### config.mk
export PLATFORM = sky130hd
export DESIGN_NAME = simple_cpu_io_ctrl
export DESIGN_NICKNAME = d
export VERILOG_FILES = /design/src/rtl/simple_cpu_io_pkg.sv /design/src/rtl/simple_cpu_io_ctrl_pb_debounce.sv /design/src/rtl/simple_cpu_io_ctrl.sv
export SDC_FILE = /design/constraint.sdc
export NUM_CORES = 1
export LEC_CHECK = 0
export BUFFER_PORTS_ARGS = -buffer_cell sky130_fd_sc_hd__buf_2
export CORE_MARGIN = 4
export CORE_UTILIZATION = 55
export CTS_BUF_LIST = sky130_fd_sc_hd__clkbuf_16
export DETAILED_ROUTE_END_ITERATION = 10
export PLACE_DENSITY = 0.87
export SLEW_MARGIN = 20
export SYNTH_ARGS = -nofsm -noshare
export SYNTH_HDL_FRONTEND = slang
export SYNTH_SLANG_ARGS = --single-unit
### constraint.sdc
create_clock -name clk -period 4.2 [get_ports clk]
set_input_delay 0.63 -clock clk [delete_from_list [all_inputs] [get_ports clk]]
set_output_delay 0.63 -clock clk [all_outputs]
set_load 0.03 [all_outputs]
### src/rtl/simple_cpu_io_pkg.sv
// simple_cpu_io_pkg
// Shared types and constants for the SimpleCPU board I/O controller:
// run-control FSM state encoding, button/LED field widths and a helper
// that packs the reported button bits into the CPU input-port word.
package simple_cpu_io_pkg;

  localparam int BTN_W  = 3;  // PB3..PB1 reported to the CPU
  localparam int LED_W  = 8;  // user LEDs on the board
  localparam int NUM_PB = 4;  // PB3..PB0

  // Run-control states; explicit encodings keep the legacy state values.
  typedef enum logic [1:0] {
    ST_RESET = 2'd0,
    ST_HOLD  = 2'd1,
    ST_RUN   = 2'd2
  } state_e;

  // Zero-extend the reported button bits to the 32-bit input-port word.
  function automatic logic [31:0] btn_word(input logic [BTN_W-1:0] btn);
    btn_word = {29'd0, btn};
  endfunction

endpackage

### src/rtl/simple_cpu_io_ctrl_pb_debounce.sv
// pb_debounce
// One push button: 2-flop synchronizer on the raw active-low input,
// followed by a stability counter. The debounced level only changes after
// DEBOUNCE_CYCLES consecutive synchronized cycles that disagree with it.
// Ports:
//   clk       system clock
//   reset     asynchronous active-high reset
//   pb_n      raw button, active-low, asynchronous to clk
//   pressed   debounced level, 1 = pressed
//   press_evt one-cycle pulse on each released->pressed flip
module pb_debounce #(
  parameter int DEBOUNCE_CYCLES = 50000
) (
  input  logic clk,
  input  logic reset,
  input  logic pb_n,
  output logic pressed,
  output logic press_evt
);

  localparam int CNT_W = (DEBOUNCE_CYCLES > 1) ? $clog2(DEBOUNCE_CYCLES) : 1;
  localparam logic [CNT_W-1:0] CNT_MAX = CNT_W'(DEBOUNCE_CYCLES - 1);

  logic [1:0]       sync_r;
  logic             level_s;
  logic [CNT_W-1:0] cnt_r;
  logic             pressed_r;
  logic             evt_r;

  // Two-stage synchronizer; resets to the released (high) level.
  always_ff @(posedge clk or posedge reset) begin
    if (reset) begin
      sync_r <= 2'b11;
    end else begin
      sync_r <= {sync_r[0], pb_n};
    end
  end

  assign level_s = ~sync_r[1];

  // Stability counter: the flip happens on the edge where the counter is
  // already at its maximum and the mismatch is still present.
  always_ff @(posedge clk or posedge reset) begin
    if (reset) begin
      cnt_r     <= '0;
      pressed_r <= 1'b0;
      evt_r     <= 1'b0;
    end else if (level_s == pressed_r) begin
      cnt_r <= '0;
      evt_r <= 1'b0;
    end else if (cnt_r == CNT_MAX) begin
      cnt_r     <= '0;
      pressed_r <= level_s;
      evt_r     <= level_s;
    end else begin
      cnt_r <= cnt_r + CNT_W'(1);
      evt_r <= 1'b0;
    end
  end

  assign pressed   = pressed_r;
  assign press_evt = evt_r;

endmodule

### src/rtl/simple_cpu_io_ctrl.sv
// simple_cpu_io_ctrl
// Board-side run and I/O controller for SimpleCPU on the BeMicro MAX10.
// Holds the CPU in reset for a hold-off after power-up or a PB0 press,
// reports PB3..PB1 level changes to the CPU input port as one-cycle write
// strobes, and mirrors an 8-bit slice of the CPU output port on the LEDs.
// Ports:
//   clk          system clock
//   reset        asynchronous active-high reset
//   pb_n[3:0]    raw push buttons, active-low
//   cpu_reset    registered synchronous reset to the CPU, active-high
//   port_in_in   data word for the CPU input port (holds last report)
//   port_in_we   one-cycle write strobe for port_in_in
//   port_out_out CPU output port value
//   led_n[7:0]   user LEDs, active-low
module simple_cpu_io_ctrl
  import simple_cpu_io_pkg::*;
#(
  parameter int DEBOUNCE_CYCLES = 50000,
  parameter int HOLD_CYCLES     = 16,
  parameter int LED_LSB         = 16
) (
  input  logic        clk,
  input  logic        reset,
  input  logic [3:0]  pb_n,
  output logic        cpu_reset,
  output logic [31:0] port_in_in,
  output logic        port_in_we,
  input  logic [31:0] port_out_out,
  output logic [7:0]  led_n
);

  localparam int HOLD_W = (HOLD_CYCLES > 1) ? $clog2(HOLD_CYCLES) : 1;
  localparam logic [HOLD_W-1:0] HOLD_MAX = HOLD_W'(HOLD_CYCLES - 1);

  logic [NUM_PB-1:0] pressed_s;
  logic [NUM_PB-1:0] press_evt_s;

  state_e            state_r;
  state_e            state_nxt_s;
  logic [HOLD_W-1:0] hold_cnt_r;
  logic [HOLD_W-1:0] hold_cnt_nxt_s;
  logic [BTN_W-1:0]  last_rep_r;
  logic [BTN_W-1:0]  last_rep_nxt_s;
  logic              run_nxt_s;
  logic              report_s;

  logic              cpu_reset_r;
  logic [31:0]       port_in_r;
  logic              port_in_we_r;
  logic [LED_W-1:0]  led_r;

  // Only PB0's press event and PB3..PB1 levels feed the logic.
  logic              unused_s;
  assign unused_s = ^{port_out_out, pressed_s[0], press_evt_s[3:1]};

  genvar gi;
  generate
    for (gi = 0; gi < NUM_PB; gi++) begin : g_pb
      pb_debounce #(
        .DEBOUNCE_CYCLES(DEBOUNCE_CYCLES)
      ) u_pb (
        .clk      (clk),
        .reset    (reset),
        .pb_n     (pb_n[gi]),
        .pressed  (pressed_s[gi]),
        .press_evt(press_evt_s[gi])
      );
    end
  endgenerate

  // Run-control next state: a PB0 press restarts the hold-off from RUN or HOLD.
  always_comb begin
    state_nxt_s    = state_r;
    hold_cnt_nxt_s = hold_cnt_r;
    case (state_r)
      ST_RESET: begin
        state_nxt_s    = ST_HOLD;
        hold_cnt_nxt_s = '0;
      end
      ST_HOLD: begin
        if (press_evt_s[0]) begin
          hold_cnt_nxt_s = '0;
        end else if (hold_cnt_r == HOLD_MAX) begin
          state_nxt_s    = ST_RUN;
          hold_cnt_nxt_s = '0;
        end else begin
          hold_cnt_nxt_s = hold_cnt_r + HOLD_W'(1);
        end
      end
      ST_RUN: begin
        if (press_evt_s[0]) begin
          state_nxt_s    = ST_HOLD;
          hold_cnt_nxt_s = '0;
        end else begin
          state_nxt_s = ST_RUN;
        end
      end
      default: begin
        state_nxt_s    = ST_RESET;
        hold_cnt_nxt_s = '0;
      end
    endcase
  end

  // All outputs are registered from the next state, so cpu_reset, the LED
  // blanking and the strobe gating change on the same edge and a strobe can
  // never coincide with cpu_reset high. This also places the first report on
  // the first RUN cycle, and a PB0 press in RUN suppresses a pending report.
  always_comb begin
    run_nxt_s = (state_nxt_s == ST_RUN);
    report_s  = run_nxt_s && (pressed_s[3:1] != last_rep_r);
    if (!run_nxt_s) begin
      last_rep_nxt_s = '0;
    end else if (report_s) begin
      last_rep_nxt_s = pressed_s[3:1];
    end else begin
      last_rep_nxt_s = last_rep_r;
    end
  end

  // FSM and report-tracking state.
  always_ff @(posedge clk or posedge reset) begin
    if (reset) begin
      state_r    <= ST_RESET;
      hold_cnt_r <= '0;
      last_rep_r <= '0;
    end else begin
      state_r    <= state_nxt_s;
      hold_cnt_r <= hold_cnt_nxt_s;
      last_rep_r <= last_rep_nxt_s;
    end
  end

  // Output registers; port_in_in keeps its value between strobes.
  always_ff @(posedge clk or posedge reset) begin
    if (reset) begin
      cpu_reset_r  <= 1'b1;
      port_in_r    <= 32'd0;
      port_in_we_r <= 1'b0;
      led_r        <= 8'hFF;
    end else begin
      cpu_reset_r  <= ~run_nxt_s;
      port_in_we_r <= report_s;
      if (report_s) begin
        port_in_r <= btn_word(pressed_s[3:1]);
      end else begin
        port_in_r <= port_in_r;
      end
      if (run_nxt_s) begin
        led_r <= ~port_out_out[LED_LSB +: LED_W];
      end else begin
        led_r <= 8'hFF;
      end
    end
  end

  assign cpu_reset  = cpu_reset_r;
  assign port_in_in = port_in_r;
  assign port_in_we = port_in_we_r;
  assign led_n      = led_r;

endmodule

; Yosys cells after proc, flatten, opt, wreduce, memory -nomap -nowiden
; Index checks and enable logic that the tools add are counted.
[classes]
n_mux = 21
eq_ne = 15
reduce_logical = 6
addsub = 5
bitwise = 10
[ops]
columns = cell, n
row1 = $mux W16, 8
row2 = $add A16 B1 Y16 const B, 4
row3 = $eq A16 B16 Y1 const B, 4
row4 = $mux W4, 3
row5 = $not A1 Y1, 9
row6 = $mux W8, 1
row7 = $not A8 Y8, 1
row8 = $pmux W4 S2, 1
row9 = $reduce_and A2 Y1, 4
row10 = $mux W2, 3
row11 = $mux W3, 2
row12 = $pmux W2 S3, 1
row13 = $add A4 B1 Y4 const B, 1
row14 = $eq A1 B1 Y1, 4
row15 = $eq A2 B2 Y1 const B, 2
row16 = $eq A4 B4 Y1 const B, 1
row17 = $ne A2 B1 Y1 const B, 2
row18 = $ne A3 B3 Y1, 1
row19 = $eq A2 B1 Y1 const B, 1
row20 = $logic_not A2 Y1, 1
row21 = $mux W1, 2
row22 = $logic_and A1 B1 Y1, 1
[word_totals]
input_bits = 38
reg_bits = 99

; Logic depth before layout (Yosys ltp)
; Gate-level depths: netlist of run 1.
[depth]
ltp_word = 8
ltp_mapped = 6
ltp_nobuf = 5

; By module
; A second synthesis of run 1 with hierarchy kept.
[unflattened]
cells_unflattened = 453
area_unflattened_um2 = 4860.9
[by_module_without_submodules]
columns = module, area_per_inst_um2, seq_area_each_um2, n_inst, cells_each
row1 = pb_debounce at g_pb[1].u_pb ..., 939.7, 503.0, 3, 90
row2 = simple_cpu_io_ctrl, 1068.5, 561.8, 1, 96
row3 = pb_debounce at g_pb[0].u_pb, 973.4, 503.0, 1, 87

; Worst setup path before layout of run 1
; No wires, ideal clock.
[synth_path]
kind = reg2reg
startpoint = register g_pb[3].u_pb.cnt_r[11]
endpoint = register g_pb[3].u_pb.cnt_r[10]
setup_time_ps = 119
path_stages_with_launch = 6
path_slack_ps = 2351
arrival_ps = 1730
n_path_buf = 1
t_required_ps = 4081
synth_period_minus_slack_ps = 1849
path_cell_list = dfrtp_1 or4b_1 or4_4 nand2_4 buf_8 nor2_1
[synth_via]
elab_chain_len = 3
[synth_rtl]
columns = item, line
row1 = start: declaration, simple_cpu_io_ctrl_pb_debounce.sv:26  ; logic [CNT_W-1:0] cnt_r;
row2 = start signal: assignment, simple_cpu_io_ctrl_pb_debounce.sv:56  ; cnt_r <= cnt_r + CNT_W'(1);
row3 = $eq A16 B16 Y1, simple_cpu_io_ctrl_pb_debounce.sv:51  ; end else if (cnt_r == CNT_MAX) begin
row4 = $mux W16, simple_cpu_io_ctrl_pb_debounce.sv:51
row5 = $mux W16, simple_cpu_io_ctrl_pb_debounce.sv:48  ; end else if (level_s == pressed_r) begin
; Every way passes these cells.
; A chain may end at the register's enable or synchronous reset.

; Worst setup path after layout of run 1
[layout_path]
startpoint = register hold_cnt_r[0]
endpoint = register port_in_r[1] (netlist: port_in_in[1])
[layout_via]
elab_chain_len = 6
[layout_rtl]
columns = item, line
row1 = start: declaration, simple_cpu_io_ctrl.sv:40  ; logic [HOLD_W-1:0] hold_cnt_r;
row2 = start signal: assignment, simple_cpu_io_ctrl.sv:129  ; hold_cnt_r <= hold_cnt_nxt_s;
row3 = $eq A4 B4 Y1, simple_cpu_io_ctrl.sv:83  ; end else if (hold_cnt_r == HOLD_MAX) begin
row4 = $mux W2, simple_cpu_io_ctrl.sv:83
row5 = $mux W2, simple_cpu_io_ctrl.sv:81  ; if (press_evt_s[0]) begin
row6 = $pmux W2 S3, simple_cpu_io_ctrl.sv:75  ; case (state_r)
row7 = $eq A2 B2 Y1, simple_cpu_io_ctrl.sv:110  ; run_nxt_s = (state_nxt_s == ST_RUN);
row8 = $logic_and A1 B1 Y1, simple_cpu_io_ctrl.sv:111  ; report_s = run_nxt_s && (pressed_s[3:1] != last_rep_r);
row9 = named net report_s, simple_cpu_io_ctrl.sv:45  ; logic report_s;
row10 = end signal: assignment, simple_cpu_io_ctrl.sv:145  ; port_in_r <= btn_word(pressed_s[3:1]);
row11 = end signal: assignment, simple_cpu_io_ctrl.sv:147  ; port_in_r <= port_in_r;
row12 = end: declaration, simple_cpu_io_ctrl.sv:48  ; logic [31:0] port_in_r;
; The timed path passes the listed nets, and every way through them passes these cells.

==> results of run 1 <==
==> kinds of logic (layout without fill, tap and decap cells) <==
logic type / Yosys count / count (layout) / synth area share
xor+xnor: 61 / 61 / 0.115
mux: 3 / 3 / 0.00729
compound gates: 20 / 20 / 0.0259
fa+ha+maj: 5 / 5 / 0.0135
simple gates: 204 / 204 / 0.227
flops: 99 / 99 / 0.540
other cells: 1 / 29 / 0.000810
buf+inv: 50 / 59 / 0.0705
==> worst register-to-register path, cell delays in order (launching register included) <==
cell     delay, ns
dfrtp_1       0.40
ha_1          0.24
and3_1        0.23
a31o_2        0.34
o31a_1        0.31
mux2_2        0.36
==> layout make-up <==
type                    count  area (um2)
repair buffers             27         138
clock inverters             7        58.8
multi-input cells         322        1910
clock buffers               9         225
well taps                 105         131
flip-flops and latches     99        2500
fillers                   657        3190
inverters                  16        62.6
==> final timing paths <==
path / end / slack (ns) / cells after the start
setup / recovery: port_in_in[1] / 2.21 / 5
hold / removal: g_pb[3].u_pb.sync_r[1] / 0.36 / 0
setup reg to reg: port_in_in[1] / 2.21 / 5
hold reg to reg: g_pb[3].u_pb.sync_r[1] / 0.36 / 0
max in group asynchronous: g_pb[3].u_pb.sync_r[1] / 2.84 / 3
min in group asynchronous: g_pb[2].u_pb.cnt_r[7] / 0.46 / 2
==> cell usage after synthesis, types with 6 or more instances <==
cell     count  area (um2)
inv_1       16        60.1
nor2_1      76         285
dfstp_2     17         447
nand4_1     17         106
nor4_1      14        87.6
nor3_1      15        75.1
xor2_1      10        87.6
dfrtp_1     82        2050
xnor2_1     51         447
nand3_1     21         105
buf_4       29         218
o21ai_0      6        30.0
nand2_1     27         101
a21oi_1      8        40.0
==> power groups by stage <==
stage	Combinational [mW]	Sequential [mW]	Clock (mW)
2_1_floorplan	0.0968	1.01	0
3_3_place_gp	0.100	1.01	0
3_5_place_dp	0.102	1.01	0
4_1_cts	0.103	0.989	0.802
5_1_grt	0.112	0.991	0.840
6_report	0.101	0.989	0.784
==> layer usage <==
| layer | track usage | share of wire | up-vias |
|---|---|---|---|
| met5 | 0 | 0 | - |
| met4 | 0.0567 | 0.012 | 0 |
| met3 | 0.0533 | 0.058 | 10 |
| met1 | 0.207 | 0.43 | 1508 |
| li1 | - | - | 1501 |
| met2 | 0.285 | 0.50 | 76 |
==> sequential cells by signal (all words and copies together), names as in the netlist <==
signal,flops
g_pb.u_pb.press_evt,1
port_in_we,1
port_in_in,3
g_pb.u_pb.cnt_r,64
led_n,8
state_r,2
last_rep_r,3
g_pb.u_pb.sync_r,8
g_pb.u_pb.pressed,4
hold_cnt_r,4
cpu_reset,1
==> stage by stage <==
step           cell area, um2  setup WS [ns]  hold WS, ns  cells   util
3_5_place_dp             4740           2.22        0.347    569  0.577
6_report                 5020           2.21        0.357    585  0.612
5_1_grt                  5020           2.10        0.356    585  0.612
4_1_cts                  5020           2.20        0.358    585  0.612
2_1_floorplan            4740           1.01        0.345    471      -
3_3_place_gp             4740           2.31        0.346    569  0.577
==> impl_metrics.csv, run 1 <==
group,metric,value,unit
power,p_leak,2.17,nW
clocking,clock-sinks,99,
finish,final_common_cell,"dfrtp_1",
die,initial_core_util,0.564,
yosys,postSynthCellCount,443,
clocking,htree_levels,3,
route,wl_per_cell,13.2,um
yosys,synth-seq-cells,99,
worst_setup_path,crit_arrival,2.23,ns
route,drc,0,
finish,final_nets,518,
sta,rsz0062_at_grt,"false",
grt,first_global_vias,3019,
route,first_iter_violations,83,
place,routabilityCongestion,0.902,
worst_setup_path,cp_cell_sequence,"ha_1 -> and3_1 -> a31o_2 -> o31a_1 -> mux2_2",
worst_hold_path,min_path_type,"reg -> reg",
place,hpwl,5290,um
power,worst_ir_drop_vdd,0.236,mV
yosys,synth_edf_count,0,
worst_hold_path,min_from,"g_pb[3].u_pb.sync_r[0]",
clocking,cts_root_buffer,"clkbuf_16",
worst_setup_path,crit_type,"reg -> reg",
worst_setup_path,cp_num_buf_inv,0,
finish,antenna_cells,0,
worst_setup_path,critPathRequiredTime,4.44,ns
clocking,post_cts_buffers,0,
clocking,post_cts_resized,0,
route,vias_per_cell,5.29,
yosys,async_flop_share,1.00,
route,dr.pass1.iters,4,
sta,setup-tns-final,0,ns
clocking,clockBufferDepth,2,
die,die_area,9950,um2
clocking,cts-hold-fix-buffers,0,
sta,timing.final.crit_share,0.474,
sta,relSlewSlack,0.427,
yosys,synth_top_flop_cell,"dfrtp_1",
run_status,status,"completed",
sta,finalCriticalPeriod,1.99,ns
clocking,cts_buffers,9,
power,switchingPower,0.467,mW
route,vias,3095,
die,rows,33,
die,ioPinCount,80,
finish,final_layout_size_suffix_gt1_frac,0.154,
route,wl,7740,um
sta,drv_slew,0,
yosys,avgSynthCellArea,10.5,um2
power,internal_power,1.41,mW
power,pwr-share-comb,0.054,
yosys,netlist_area,4630,um2
worst_setup_path,cp_slowest_cell,"dfrtp_1",
clocking,clkLatencyLatePin,0.35,ns
finish,layout_common_cells,"82 x dfrtp_1, 76 x nor2_1, 51 x xnor2_1",
sta,worst_pin_slew,0.860,ns
sta,finalHoldViolCount,0,
clocking,cts_tree,"yes",
place,io_buffers,26,
run,max_cap_viol_count,0,
power,pwr-share-clk,0.418,
route,detail-route-antenna-nets,0,
grt,grt_pass1_wl,13600,um
grt,grt_max_degree,73,
worst_setup_path,worstSetupEndpointType,"flip-flop",
worst_setup_path,cp-startpoint,"hold_cnt_r[0]",
power,p_per_area,373,nW/um2
die,die_h,99.8,um
worst_setup_path,critical-path-top-delay-family,"compound AO/OA/AOI/OAI gates",
finish,area_growth,8.51,%
worst_setup_path,cp_max_fo,14,
die,core,8220,um2
yosys,yosysSeqAreaShare,0.540,
sta,setup_viol,0,
yosys,yosysWarnings,0,
worst_setup_path,max_stage_delay,0.40,ns
grt,grt_overflow,0,
worst_setup_path,startpoint_type,"flip-flop",
grt,antenna_found_initial,0,
sta,max_clock_freq,503,MHz
worst_setup_path,r2r-start,"hold_cnt_r[0]",
yosys,synth.distinct_cells,41,
sta,finClkSkew,0.00720,ns
power,netSwitchingFraction,0.249,
die,die_w,99.8,um
grt,grt_util_all_layers,0.169,
power,power.total,1.87,mW
power,pwr-share-seq,0.528,
clocking,clk_pin_slew,0.07,ns
Power figures use the tool's default switching activity.
==> inputs of run 2 (changes only) <==
--- a/config.mk
+++ b/config.mk
@@ -7,10 +7,10 @@
 export LEC_CHECK = 0
 export BUFFER_PORTS_ARGS = -buffer_cell sky130_fd_sc_hd__buf_2
 export CORE_MARGIN = 4
-export CORE_UTILIZATION = 55
+export CORE_UTILIZATION = 51
 export CTS_BUF_LIST = sky130_fd_sc_hd__clkbuf_16
 export DETAILED_ROUTE_END_ITERATION = 10
-export PLACE_DENSITY = 0.87
+export PLACE_DENSITY = 0.86
 export SLEW_MARGIN = 20
 export SYNTH_ARGS = -nofsm -noshare
 export SYNTH_HDL_FRONTEND = slang
==> constraint.sdc (replaced) <==
create_clock -name clk -period 1.65 [get_ports clk]
set_input_delay 0.2475 -clock clk [delete_from_list [all_inputs] [get_ports clk]]
set_output_delay 0.2475 -clock clk [all_outputs]
set_load 0.03 [all_outputs]
==> run 2 against run 1 <==
  * Design area rose by 14%
  * Critical path depth fell by 1
  * The run now ends with setup timing left
  * Combinational power rose to 3.1 times the previous value
  * Largest power group unchanged
  * Clock skew fell by 0.00063 ns
  * Highest routed layer unchanged
  * Core utilization rose by 4.3 points
==> impl_metrics.csv, run 2 (synthesis gave the netlist of run 1 again) <==
group,metric,value,unit
worst_setup_path,crit_arrival,2.07,ns
clocking,clock-sinks,99,
grt,antenna_found_initial,0,
route,vias,3558,
power,p_per_area,910,nW/um2
route,detail-route-antenna-nets,0,
clocking,htree_levels,3,
sta,drv_slew,0,
die,core,8760,um2
finish,antenna_cells,0,
route,dr.pass1.iters,4,
sta,setup-tns-final,-8.08,ns
place,routabilityCongestion,0.896,
run_status,violations,"setup timing",
die,die_w,103,um
sta,worst_pin_slew,0.921,ns
route,wl_per_cell,16.0,um
power,pwr-share-seq,0.483,
place,hpwl,6390,um
finish,largest_reg_flops,64,
finish,final_nets,580,
run_status,status,"finished with violations",
power,p_leak,2.52,nW
grt,grt_overflow,0,
sta,timing.final.crit_share,1.11,
grt,grt_pass1_wl,17200,um
power,worst_ir_drop_vdd,0.491,mV
place,dpl_cell_area,5120,um2
die,die_area,10700,um2
route,wl,10400,um
die,initial_core_util,0.528,
die,ioPinCount,80,
place,io_buffers,26,
worst_hold_path,min_path_type,"in -> reg",
finish,area_growth,23.8,%
clocking,cts_buffers,9,
power,netSwitchingFraction,0.224,
route,drc,0,
worst_setup_path,crit_type,"reg -> reg",
sta,setup_viol,51,
sta,rsz0062_at_grt,"true",
worst_setup_path,worstSetupEndpointType,"flip-flop",
power,pwr-share-clk,0.456,
clocking,cts_tree,"yes",
worst_setup_path,startpoint_type,"flip-flop",
finish,final_area,5730,um2
finish,layout_common_cells,"82 x dfrtp_1, 57 x nor2_1, 54 x buf_4",
finish,largest_register,"g_pb.u_pb.cnt_r",
route,vias_per_cell,5.47,
grt,first_global_vias,3739,
finish,final_layout_size_suffix_gt1_frac,0.293,
sta,finClkSkew,0.00656,ns
clocking,cts_root_buffer,"clkbuf_16",
run,max_cap_viol_count,0,
clocking,clockBufferDepth,2,
power,pwr-share-comb,0.061,
power,switchingPower,1.17,mW
worst_setup_path,cp_slowest_cell,"or4_4",
sta,max_clock_freq,544,MHz
worst_setup_path,critPathRequiredTime,1.88,ns
clocking,clk_pin_slew,0.07,ns
worst_setup_path,cp_cell_sequence,"or4bb_1 -> or4_4 -> nand2b_4 -> nor2_1",
grt,grt_util_all_layers,0.207,
sta,relSlewSlack,0.381,
sta,finalCriticalPeriod,1.84,ns
die,die_h,103,um
sta,finalHoldViolCount,0,
worst_setup_path,cp_max_fo,8,
route,first_iter_violations,162,
finish,final_common_cell,"dfrtp_1",
die,rows,34,
power,internal_power,4.05,mW
worst_setup_path,max_stage_delay,0.60,ns
grt,grt_max_degree,47,
clocking,clkLatencyLatePin,0.34,ns
sta,layout_setup_ws,-0.188,ns
[run 2: cell count changes in the layout (fill, tap and decap cells not counted), moves of 3 or more]
cell,delta
nand2_8,+3
nor2_2,+17
nor2_1,-19
buf_4,+53
dlygate4sd3_1,+4
bufinv_16,+3
[run 2: area by class of cell]
cell class                      instances  area (um2)
Sequential cell                        99        2500
Fill cell                             650        3030
Inverter                               16        63.8
Multi-Input combinational cell        324        2070
Clock inverter                          7         116
Clock buffer                            9         225
Timing Repair Buffer                   87         627
Tap cell                              108         135
[run 2: worst paths after layout]
path	slack [ns]	depth (start not counted)	from	end
setup / recovery	-0.19	4	g_pb[0].u_pb.cnt_r[4]	g_pb[0].u_pb.cnt_r[8]
hold / removal	0.02	1	pb_n[2]	g_pb[2].u_pb.sync_r[0]
setup reg to reg	-0.19	4	g_pb[0].u_pb.cnt_r[4]	g_pb[0].u_pb.cnt_r[8]
hold reg to reg	0.35	0	g_pb[1].u_pb.sync_r[0]	g_pb[1].u_pb.sync_r[1]
max in group asynchronous	0.59	4	reset	g_pb[2].u_pb.sync_r[1]
min in group asynchronous	0.45	3	reset	g_pb[3].u_pb.cnt_r[14]
[run 2: power groups by stage]
stage	clock (mW)	sequential (mW)	combinational, mW
CTS	2.41	2.52	0.310
floorplan	0	2.58	0.249
detailed placement	0	2.56	0.287
finish	2.38	2.52	0.316
global placement	0	2.56	0.281
global route	2.51	2.52	0.352
[run 2: per-stage QoR]
step,util,hold WS [ns],setup WS (ns),total power [mW],cells
floorplan,-,0.252,-0.183,2.83,471
global placement,0.584,0.252,-0.162,2.84,617
detailed placement,0.584,0.263,-0.205,2.85,617
CTS,0.639,0.000760,-0.168,5.24,643
global route,0.654,0.00385,-0.237,5.38,650
finish,0.654,0.0159,-0.188,5.22,650
[run 2: layer usage]
metal | wire length, um | GRT usage | vias to the layer above | share of wire
li1 | - | - | 1635 | -
met1 | 4040 | 0.232 | 1777 | 0.39
met2 | 5550 | 0.378 | 122 | 0.53
met3 | 504 | 0.0429 | 24 | 0.048
met4 | 299 | 0.0916 | 0 | 0.029
met5 | 0 | 0 | - | 0
[run 2: timing repair]
| action | CTS | global route |
|---|---|---|
| hold endpoints to repair | 11 | 1 |
| resized for setup | 16 | 19 |
| pin swaps | 5 | 2 |
| gates cloned | 2 | 0 |
| buffers inserted | 5 | 6 |
| hold buffers | 3 | 1 |
| endpoints found under the setup margin | 53 | 54 |
[run 2: worst max-delay path, delay by kind of cell, from the launching register on]
kind / cells / cell delay [ns]
simple gates: 4 / 1.33
flops: 1 / 0.39
==> inputs of run 3 (changes only) <==
--- a/config.mk
+++ b/config.mk
@@ -5,12 +5,13 @@
 export SDC_FILE = /design/constraint.sdc
 export NUM_CORES = 1
 export LEC_CHECK = 0
+export ABC_AREA = 1
 export BUFFER_PORTS_ARGS = -buffer_cell sky130_fd_sc_hd__buf_2
 export CORE_MARGIN = 4
 export CORE_UTILIZATION = 51
 export CTS_BUF_LIST = sky130_fd_sc_hd__clkbuf_16
 export DETAILED_ROUTE_END_ITERATION = 10
-export PLACE_DENSITY = 0.86
+export PLACE_DENSITY = 0.85
 export SLEW_MARGIN = 20
 export SYNTH_ARGS = -nofsm -noshare
 export SYNTH_HDL_FRONTEND = slang
==> run 3 against run 2 <==
  * The run now ends clean
  * Worst hold slack lost 0.0090 ns
  * Setup slack gained 0.35 ns
  * Clock power shrank 8%
  * Sequential cell count is the same
  * Largest power group unchanged
  * Critical path type unchanged
  * Largest cell class unchanged
==> impl_metrics.csv, run 3 <==
group,metric,value,unit
run_status,status,"completed",
finish,final_common_cell,"nand2_1",
power,power.total,5.02,mW
route,detail-route-antenna-nets,0,
finish,layout_common_cells,"129 x nand2_1, 122 x nor2_1, 82 x dfrtp_1",
worst_setup_path,reg2regPathDepth,8,
grt,grt_max_degree,47,
sta,drv_slew,0,
sta,timing.final.crit_share,0.902,
worst_hold_path,min_path_type,"in -> reg",
finish,final_nets,706,
yosys,netlist_area,5050,um2
power,p_leak,2.56,nW
die,die_w,108,um
route,vias,3986,
finish,final_layout_size_suffix_gt1_frac,0.160,
worst_setup_path,crit_arrival,1.72,ns
finish,final_area,5640,um2
route,wl_per_cell,12.2,um
die,die_h,108,um
clocking,cts_root_buffer,"clkbuf_16",
worst_setup_path,r2r_end,"g_pb[2].u_pb.cnt_r[9]",
worst_setup_path,worstSetupEndpointType,"flip-flop",
finish,largest_register,"g_pb.u_pb.cnt_r",
finish,fill_cells,817,
die,ioPinCount,80,
route,first_iter_violations,228,
route,vias_per_cell,4.98,
finish,largest_reg_flops,64,
yosys,ys_top_cells_by_count,"129 x nand2_1, 122 x nor2_1, 82 x dfrtp_1",
yosys,synth-seq-cells,99,
power,worst_ir_drop_vdd,0.561,mV
worst_setup_path,crit_type,"reg -> reg",
yosys,yosys.area.top_type,"dfrtp_1",
yosys,yosysWarnings,0,
sta,setup_viol,0,
sta,max_clock_freq,672,MHz
worst_hold_path,hold_end,"g_pb[1].u_pb.sync_r[0]",
worst_setup_path,r2r_slack,0.16,ns
grt,grt_util_all_layers,0.175,
yosys,yosysSeqAreaShare,0.495,
worst_setup_path,startpoint_type,"flip-flop",
sta,finalHoldViolCount,0,
run,max_cap_viol_count,0,
finish,fin_util,0.580,
place,dp_cells,782,
yosys,async_flop_share,1.00,
grt,first_global_vias,3898,
worst_setup_path,cp_max_fo,9,
clocking,clock-sinks,99,
worst_hold_path,min_from,"pb_n[1]",
die,core,9730,um2
worst_setup_path,r2r-start,"g_pb[2].u_pb.cnt_r[0]",
clocking,cts_tree,"yes",
yosys,yosys-top-cells-area,"dfrtp_1 41%, nand2_1 9.6%, nor2_1 9.1%",
finish,seq_area,2500,um2
sta,finalCriticalPeriod,1.49,ns
yosys,avgSynthCellArea,8.15,um2
clocking,clockBufferDepth,2,
sta,setup-tns-final,0,ns
finish,antenna_cells,0,
finish,multiInputGateArea,2170,um2
grt,grt_pass1_wl,16600,um
die,die_area,11600,um2
finish,area_growth,11.6,%
route,drc,0,
yosys,yosysTopAreaCellShare,0.406,
clocking,clkLatencyLatePin,0.34,ns
clocking,cts_buffers,9,
grt,antenna_found_initial,0,
yosys,yosysMostFrequentCell,"nand2_1",
grt,grt_overflow,0,
yosys,synth_edf_count,0,
clocking,clk_pin_slew,0.06,ns
sta,rsz0062_at_grt,"false",
place,hpwl,6760,um
place,dp_worst_setup_slack,0.174,ns
clocking,htree_levels,3,
sta,finClkSkew,0.00893,ns
die,initial_core_util,0.519,
sta,holdWs,0.00683,ns
worst_hold_path,hold_depth,1,
yosys,postSynthCellCount,620,
die,rows,36,
worst_setup_path,critPathRequiredTime,1.88,ns
place,routabilityCongestion,0.895,
route,dr.pass1.iters,4,
finish,final_cells,801,
power,p_per_area,890,nW/um2
yosys,synth.distinct_cells,31,
place,io_buffers,26,
sta,layout_setup_ws,0.161,ns
route,wl,9730,um
place,dpl_cell_area,5300,um2
yosys,synth_top_flop_cell,"dfrtp_1",
run 3: changes by cell type after synthesis, sizes merged, moves of 5 or more:
cell and change:
xor2 +5, nand2 +115, nand4 -6, and3 -5, a21oi +10, xnor2 -44
inv +56, nor4 -14, o21bai +6, nor2 +62, nand3 +18
run 3: worst max path at each step:
stage	end	from	depth (start not counted)
floorplan	g_pb[0].u_pb.cnt_r[0]	reset	1
global route	led_n[0]	hold_cnt_r[0]	6
detailed placement	g_pb[1].u_pb.cnt_r[11]	g_pb[1].u_pb.cnt_r[0]	8
finish	g_pb[2].u_pb.cnt_r[9]	g_pb[2].u_pb.cnt_r[0]	8
global placement	g_pb[1].u_pb.cnt_r[8]	g_pb[1].u_pb.cnt_r[0]	8
CTS	g_pb[1].u_pb.cnt_r[11]	g_pb[1].u_pb.cnt_r[0]	8
run 3: area by class of cell:
cell class / count / share of cell area
clock buffer: 9 / 0.0399
clock inverter: 7 / 0.0149
inverter: 73 / 0.0495
multi-input combinational: 447 / 0.385
sequential: 99 / 0.443
tap: 133 / 0.0295
timing repair buffer: 33 / 0.0382
run 3: cells by family (layout without fill, tap and decap cells):
group,after synthesis,count (layout),synth area share
compound gates,37,37,0.0419
xor+xnor,22,22,0.0411
fa+ha+maj,5,5,0.0124
buf+inv,102,122,0.0976
flops,99,99,0.495
other cells,1,29,0.000742
simple gates,354,354,0.312
run 3: routing by layer:
| metal | vias to the layer above | wire (um) | GRT usage |
|---|---|---|---|
| met5 | - | 0 | 0 |
| li1 | 1970 | - | - |
| met2 | 131 | 4850 | 0.303 |
| met1 | 1868 | 4160 | 0.211 |
| met3 | 17 | 569 | 0.0384 |
| met4 | 0 | 159 | 0.0748 |
run 3: worst max-delay path: stages, from the launching register on:
cell and delay [ns]:
dfrtp_1 0.37, ha_1 0.23, nand3_2 0.14, nor2_1 0.12, nand2_1 0.11, nand2_2 0.21
inv_2 0.08, nand2_1 0.07, nor2_1 0.04
run 3: timing repair:
item	in CTS	in global routing
setup endpoints to repair	0	2
hold buffers	3	0
setup buffers	0	0
resized for setup	0	1
hold endpoints to repair	3	0
run 3: power by group:
part / switching (mW) / internal [mW]
Combinational: 0.231 / 0.0690
Sequential: 0.0295 / 2.49
Clock: 0.889 / 1.31
